$ cat config.mk
export PLATFORM = sky130hd
export DESIGN_NAME = rr_mux_pipe
export DESIGN_NICKNAME = d
export VERILOG_FILES = /design/src/rtl/rr_mux_pipe.sv
export SDC_FILE = /design/constraint.sdc
export NUM_CORES = 1
export LEC_CHECK = 0
export CAP_MARGIN = 20
export CELL_PAD_IN_SITES_DETAIL_PLACEMENT = 0
export CELL_PAD_IN_SITES_GLOBAL_PLACEMENT = 2
export CORE_MARGIN = 8
export CORE_UTILIZATION = 16
export CTS_BUF_LIST = sky130_fd_sc_hd__clkbuf_2 sky130_fd_sc_hd__clkbuf_4 sky130_fd_sc_hd__clkbuf_8
export CTS_CLUSTER_DIAMETER = 40
export CTS_CLUSTER_SIZE = 28
export DETAILED_ROUTE_END_ITERATION = 6
export GPL_TIMING_DRIVEN = 0
export PLACE_DENSITY = 0.78
export SYNTH_ARGS = -nofsm -noshare
export SYNTH_HDL_FRONTEND = slang
export SYNTH_SLANG_ARGS = --single-unit
$ cat constraint.sdc
create_clock -name Clk -period 1.6 [get_ports Clk]
set_input_delay 0.4 -clock Clk [delete_from_list [all_inputs] [get_ports Clk]]
set_output_delay 0.4 -clock Clk [all_outputs]
set_load 0.05 [all_outputs]
$ cat src/rtl/rr_mux_pipe.sv
// rr_mux_pipe
//   N-input, W-bit registered multiplexer with a valid/ready handshake on
//   every port. One output register stage, full throughput: a word can be
//   accepted on the same edge that the previous word is drained.
//   MODE 0 picks the input named by sel; MODE 1 arbitrates round-robin
//   starting from the channel after the last one granted.
//
// Ports
//   Clk        clock, all state changes on the rising edge
//   Reset      synchronous, active-low reset
//   in_data    NUM_IN packed channels, channel i at [i*WIDTH +: WIDTH]
//   in_valid   per-channel data valid
//   in_ready   per-channel accept (combinational, at most one bit set)
//   sel        channel select, only used when MODE == 0
//   out_data   registered output word
//   out_valid  out_data holds a valid word
//   out_ready  consumer takes out_data this cycle
//   out_src    index of the channel that supplied out_data
module rr_mux_pipe #(
  parameter int WIDTH  = 32,
  parameter int NUM_IN = 4,
  parameter int SEL_W  = 2,
  parameter int MODE   = 0
) (
  input  logic                    Clk,
  input  logic                    Reset,
  input  logic [NUM_IN*WIDTH-1:0] in_data,
  input  logic [NUM_IN-1:0]       in_valid,
  output logic [NUM_IN-1:0]       in_ready,
  input  logic [SEL_W-1:0]        sel,
  output logic [WIDTH-1:0]        out_data,
  output logic                    out_valid,
  input  logic                    out_ready,
  output logic [SEL_W-1:0]        out_src
);

  logic                 loadEn;
  logic                 grantValid;
  logic [SEL_W-1:0]     grantIdx;
  logic [SEL_W-1:0]     rrPtr;
  logic [2*NUM_IN-1:0]  rotValid;
  logic [WIDTH-1:0]     selData;
  logic                 xfer;
  int                   rotSum;

  // The output register can take a new word when it is empty or being drained.
  assign loadEn = !out_valid || out_ready;

  // Grant selection. In round-robin mode the valid vector is rotated so that
  // bit 0 corresponds to rrPtr; scanning downwards leaves the lowest set bit,
  // i.e. the first valid channel at or after the pointer, as the winner.
  always_comb begin
    grantValid = 1'b0;
    grantIdx   = '0;
    rotValid   = '0;
    rotSum     = 0;
    if (MODE == 0) begin
      for (int i = 0; i < NUM_IN; i++) begin
        if (sel == SEL_W'(i) && in_valid[i]) begin
          grantValid = 1'b1;
          grantIdx   = SEL_W'(i);
        end
      end
    end else begin
      rotValid = {in_valid, in_valid} >> rrPtr;
      for (int j = NUM_IN - 1; j >= 0; j--) begin
        if (rotValid[j]) begin
          grantValid = 1'b1;
          rotSum     = int'(rrPtr) + j;
          if (rotSum >= NUM_IN) begin
            rotSum = rotSum - NUM_IN;
          end
          grantIdx = SEL_W'(rotSum);
        end
      end
    end
  end

  // One-hot ready toward the granted channel, and the matching data word.
  // Reset gates ready so nothing is accepted while the block is held in reset.
  always_comb begin
    in_ready = '0;
    selData  = '0;
    for (int i = 0; i < NUM_IN; i++) begin
      in_ready[i] = Reset && loadEn && grantValid && (grantIdx == SEL_W'(i));
      if (grantIdx == SEL_W'(i)) begin
        selData = in_data[i*WIDTH +: WIDTH];
      end
    end
  end

  assign xfer = |(in_valid & in_ready);

  // Output register and round-robin pointer. Without a transfer the word
  // is dropped only if the consumer took it; under backpressure everything
  // holds. The pointer only moves on a transfer.
  always_ff @(posedge Clk) begin
    if (!Reset) begin
      out_data  <= '0;
      out_valid <= 1'b0;
      out_src   <= '0;
      rrPtr     <= '0;
    end else if (xfer) begin
      out_data  <= selData;
      out_valid <= 1'b1;
      out_src   <= grantIdx;
      if (MODE == 1) begin
        if (grantIdx == SEL_W'(NUM_IN - 1)) begin
          rrPtr <= '0;
        end else begin
          rrPtr <= grantIdx + SEL_W'(1);
        end
      end
    end else if (out_ready) begin
      out_valid <= 1'b0;
    end
  end

endmodule
* Word level (Yosys, flattened, before mapping)
Cells that the tools add are included. W data, S select, Z words.
Storage, ports and cells: flip-flop bits (word level) 35, output and inout bits 39, logic and storage cells 39
Operators by class: equality and inequality tests 6, mux-type cells 13, bitwise gates (word level) 1, reduce and logical (&&, ||, !) cells 16
Operators with widths (count):
- $mux W32 | 4
- $logic_and A1 B1 Y1 | 10
- $eq A2 B2 Y1 const B | 4
- $mux W1 | 7
- $and A4 B4 Y4 | 1
- $eq A2 B1 Y1 const B | 2
- $logic_not A2 Y1 | 2
- $mux W2 | 2
- $reduce_or A4 Y1 | 1
- $reduce_bool A2 Y1 | 1
- $logic_not A1 Y1 | 1
- $logic_or A1 B1 Y1 | 1

* Longest topological paths before layout
depth in word-level cells 11, depth in mapped cells 6, gate-level depth less buffers 4

* Least setup slack after synthesis
No wires, ideal clock.
path kind input port to output port, start input sel[0], end output in_ready[1], arrival 1.944 ns, setup slack -0.744 ns, stages on the path 4, buffers on the path 2, cells stage by stage buf_2 -> nand2_1 -> clkbuf_1 -> nor3_1
Between the ends: longest elaborated chain between the ends 8, elaborated cells on any way between the ends 18
RTL lines:
- from (decl) | RTL line 30 | input logic [SEL_W-1:0] sel,
- $logic_not A2 Y1 | RTL line 59 | if (sel == SEL_W'(i) && in_valid[i]) begin
- $logic_and A1 B1 Y1 | RTL line 59
- $mux W1 (4 in series) | RTL line 59
- $logic_and A1 B1 Y1 | RTL line 85 | in_ready[i] = Reset && loadEn && grantValid && (grantIdx == SEL_W'(i));
- $logic_and A1 B1 Y1 * | RTL line 85
- to (decl) | RTL line 29 | output logic [NUM_IN-1:0] in_ready,
Every way passes the cells marked *; elsewhere a longest branch is shown, timed or not.

* Worst setup path after layout
start input sel[0], end output in_ready[2]
Same word-level chain as after synthesis.

==> impl_metrics.env <==
export IMPL_cts_hold_buf=0
export IMPL_worstHoldPathCells=2
export IMPL_timing_rr_start="out_valid"
export IMPL_place_congestion=0.784
export IMPL_worstPathRequired_ns=1.20
export IMPL_ys_seq_area_share_pct=27.6
export IMPL_cts_made_buffers=5
export IMPL_clkTransAtPathRegs_ns=0.09
export IMPL_drt_first_pass_iters=4
export IMPL_vdd_ir_drop_max_uv=251
export IMPL_die_area_um2=20200
export IMPL_ys_seq_elements=35
export IMPL_layout_setup_ws_ns=-0.0645
export IMPL_ys_types=26
export IMPL_hold_path_end="out_src[0]"
export IMPL_start_util_pct=16.2
export IMPL_synthFlopType="dfxtp_1"
export IMPL_clk_latency_ns=0.32
export IMPL_leakagePower_nw=1.86
export IMPL_dieHeight_um=142
export IMPL_first_global_vias=3729
export IMPL_fillers=1678
export IMPL_cts_root_buffer_cell="clkbuf_8"
export IMPL_start_kind="input port"
export IMPL_routed_wl_um=14400
export IMPL_num_antenna_cells=0
export IMPL_rsz0062_at_grt="yes"
export IMPL_port_buffers=175
export IMPL_p_total_w=0.00312
export IMPL_synth_edf_count=0
export IMPL_yosysWarnings=0
export IMPL_skew_ns=0.0160
export IMPL_grt_max_degree=17
export IMPL_core_um2=15700
export IMPL_num_io_pins=176
export IMPL_clkSinkCount=35
export IMPL_rows=46
export IMPL_slew_violations=0
export IMPL_violations="setup timing"
export IMPL_hold_class="reg -> reg"
export IMPL_dp_cells=719
export IMPL_via_per_inst=4.74
export IMPL_first_iter_violations=135
export IMPL_min_period_ns=1.66
export IMPL_holdWs_ns=0.491
export IMPL_reg2reg_depth=7
export IMPL_hold_viol_final=0
export IMPL_die_width_um=142
export IMPL_antenna_found_initial=1
export IMPL_fmax_mhz=601
export IMPL_drc_errors=0
export IMPL_setup_tns_ns=-0.0645
export IMPL_cts_buffer_depth=2
export IMPL_fin_util_pct=31.3
export IMPL_p_per_area_nw_per_um2=633
export IMPL_r2r_end="out_data[13]"
export IMPL_dp_hpwl_um=11200
export IMPL_grt_pass1_wl_um=21300
export IMPL_wl_per_cell_um=19.5
export IMPL_cts_tree="built"
export IMPL_grt_usage_pct=13.9
export IMPL_route_antenna_remaining_nets=0
export IMPL_cp_arrival_ns=1.26
export IMPL_holdCritStartpoint="out_src[0]"
export IMPL_avgSynthCellArea_um2=7.74
export IMPL_fin_crit_sh_pct=104
export IMPL_synth_cells=328
export IMPL_drive_above_1_share_pct=18.5
export IMPL_async_reset_ff_share_pct=0
export IMPL_via_count=3504
export IMPL_setup_viol=1
export IMPL_outcome="finished, violations left"
export IMPL_drv_cap=0
export IMPL_htreeDepth=2
export IMPL_reg2reg_slack_ns=0.22
export IMPL_tightest_slew_ns=0.687
export IMPL_crit_fanout=6
export IMPL_grt_overflow_total=0
export IMPL_final_cells=740
export IMPL_synth_nets=465
export IMPL_area_growth_pct=93.8
export IMPL_fin_nets=661
export IMPL_end_kind="primary output"
export IMPL_crit_type="in -> out"
export IMPL_syn_area_um2=2540
export IMPL_slew_headroom_pct=54.2
[cells by family (layout without fill, tap and decap cells)]
family / count (synthesis) / in the layout / synth area share [%]
AOI/OAI and AO/OA: 167 / 167 / 41.3
DFF: 35 / 35 / 27.6
and+or+nand+nor: 79 / 79 / 20.8
buffers and inverters: 44 / 240 / 8.47
muxes: 3 / 3 / 1.77
[final cells by class]
| cell class | count | area (µm²) | area share [%] |
|---|---|---|---|
| Timing Repair Buffer | 191 | 1840 | 37.3 |
| Tap cell | 216 | 270 | 5.49 |
| Sequential cell | 35 | 702 | 14.3 |
| Buffer | 40 | 305 | 6.20 |
| Clock buffer | 6 | 82.6 | 1.68 |
| Clock inverter | 1 | 5.00 | 0.102 |
| Inverter | 2 | 7.51 | 0.153 |
| Multi-Input combinational cell | 249 | 1710 | 34.8 |
[registers in the layout (all words and copies together), names as in the netlist]
name / count
out_data: 32
out_valid: 1
out_src: 2
[synth_stat cells, types with 3 or more instances]
| cell type | n | share of area (%) |
|---|---|---|
| a21boi_0 | 3 | 0.89 |
| a21oi_1 | 32 | 6.3 |
| a31oi_1 | 64 | 16 |
| and4b_1 | 32 | 13 |
| buf_2 | 4 | 0.79 |
| buf_6 | 6 | 2.7 |
| clkbuf_1 | 32 | 4.7 |
| dfxtp_1 | 35 | 28 |
| nand2_1 | 35 | 5.2 |
| o21ai_0 | 14 | 2.8 |
| o21ai_1 | 20 | 3.9 |
| o2bb2ai_1 | 32 | 11 |
[per-stage QoR]
| stage | instance area [µm²] | setup slack, ns |
|---|---|---|
| final | 4920 | -0.0645 |
| after global routing | 4920 | -0.0900 |
| after CTS | 4940 | -0.0561 |
| after detailed placement | 4660 | -1.73 |
| after global placement | 4660 | -1.73 |
| after floorplan | 2640 | -0.0659 |
[worst max-delay path, stage by stage]
cell	delay, ns
buf_8	0.10
buf_6	0.12
nand3b_1	0.22
clkbuf_8	0.18
nor2_4	0.08
buf_8	0.15
[layer usage]
layer,track usage [%],up-vias,share of wire (%)
met1,16.4,1669,43
li1,-,1691,-
met5,0,-,0.090
met3,4.03,16,6.8
met4,4.41,2,1.7
met2,23.7,126,48
[worst max path at each step]
stage	slack (ns)	cells after the start	endpoint	from
2_1_floorplan	-0.07	5	in_ready[2]	sel[1]
3_3_place_gp	-1.73	5	in_ready[3]	Reset
3_5_place_dp	-1.73	5	in_ready[3]	Reset
4_1_cts	-0.06	6	in_ready[2]	sel[0]
5_1_grt	-0.09	6	in_ready[2]	sel[0]
6_report	-0.06	6	in_ready[2]	sel[0]
[power breakdown]
part           total (W)  switching (W)  internal, W
clock network   0.000730       0.000391     0.000339
logic            0.00139       0.000737     0.000657
registers       0.000991      0.0000417     0.000950
[layout by cell type, fill, tap and decap left out, types with 2 or more instances in the layout]
master	netlist	final
clkdlybuf4s50_1	0	128
a31oi_1	64	64
dfxtp_1	35	34
nand2_1	35	33
a21oi_1	32	32
and4b_1	32	32
o2bb2ai_1	32	32
clkbuf_2	0	25
o21ai_1	20	18
clkdlybuf4s15_1	0	18
buf_4	0	16
o21ai_0	14	14
clkbuf_1	32	12
buf_6	6	9
clkbuf_8	0	9
buf_8	0	8
clkdlybuf4s15_2	0	6
and3_4	1	3
a21boi_0	3	3
nand2b_4	0	2
nor3_4	0	2
inv_1	2	2
mux2_2	2	2
buf_2	4	2
clkbuf_4	0	2
o21ai_2	0	2
[timing repair]
item	4_1_cts	5_1_grt
gates resized for setup	158	39
pin swaps	6	0
buffers inserted	14	2
setup endpoints to repair	74	48
No activity file was read; power rests on OpenSTA's default activity.
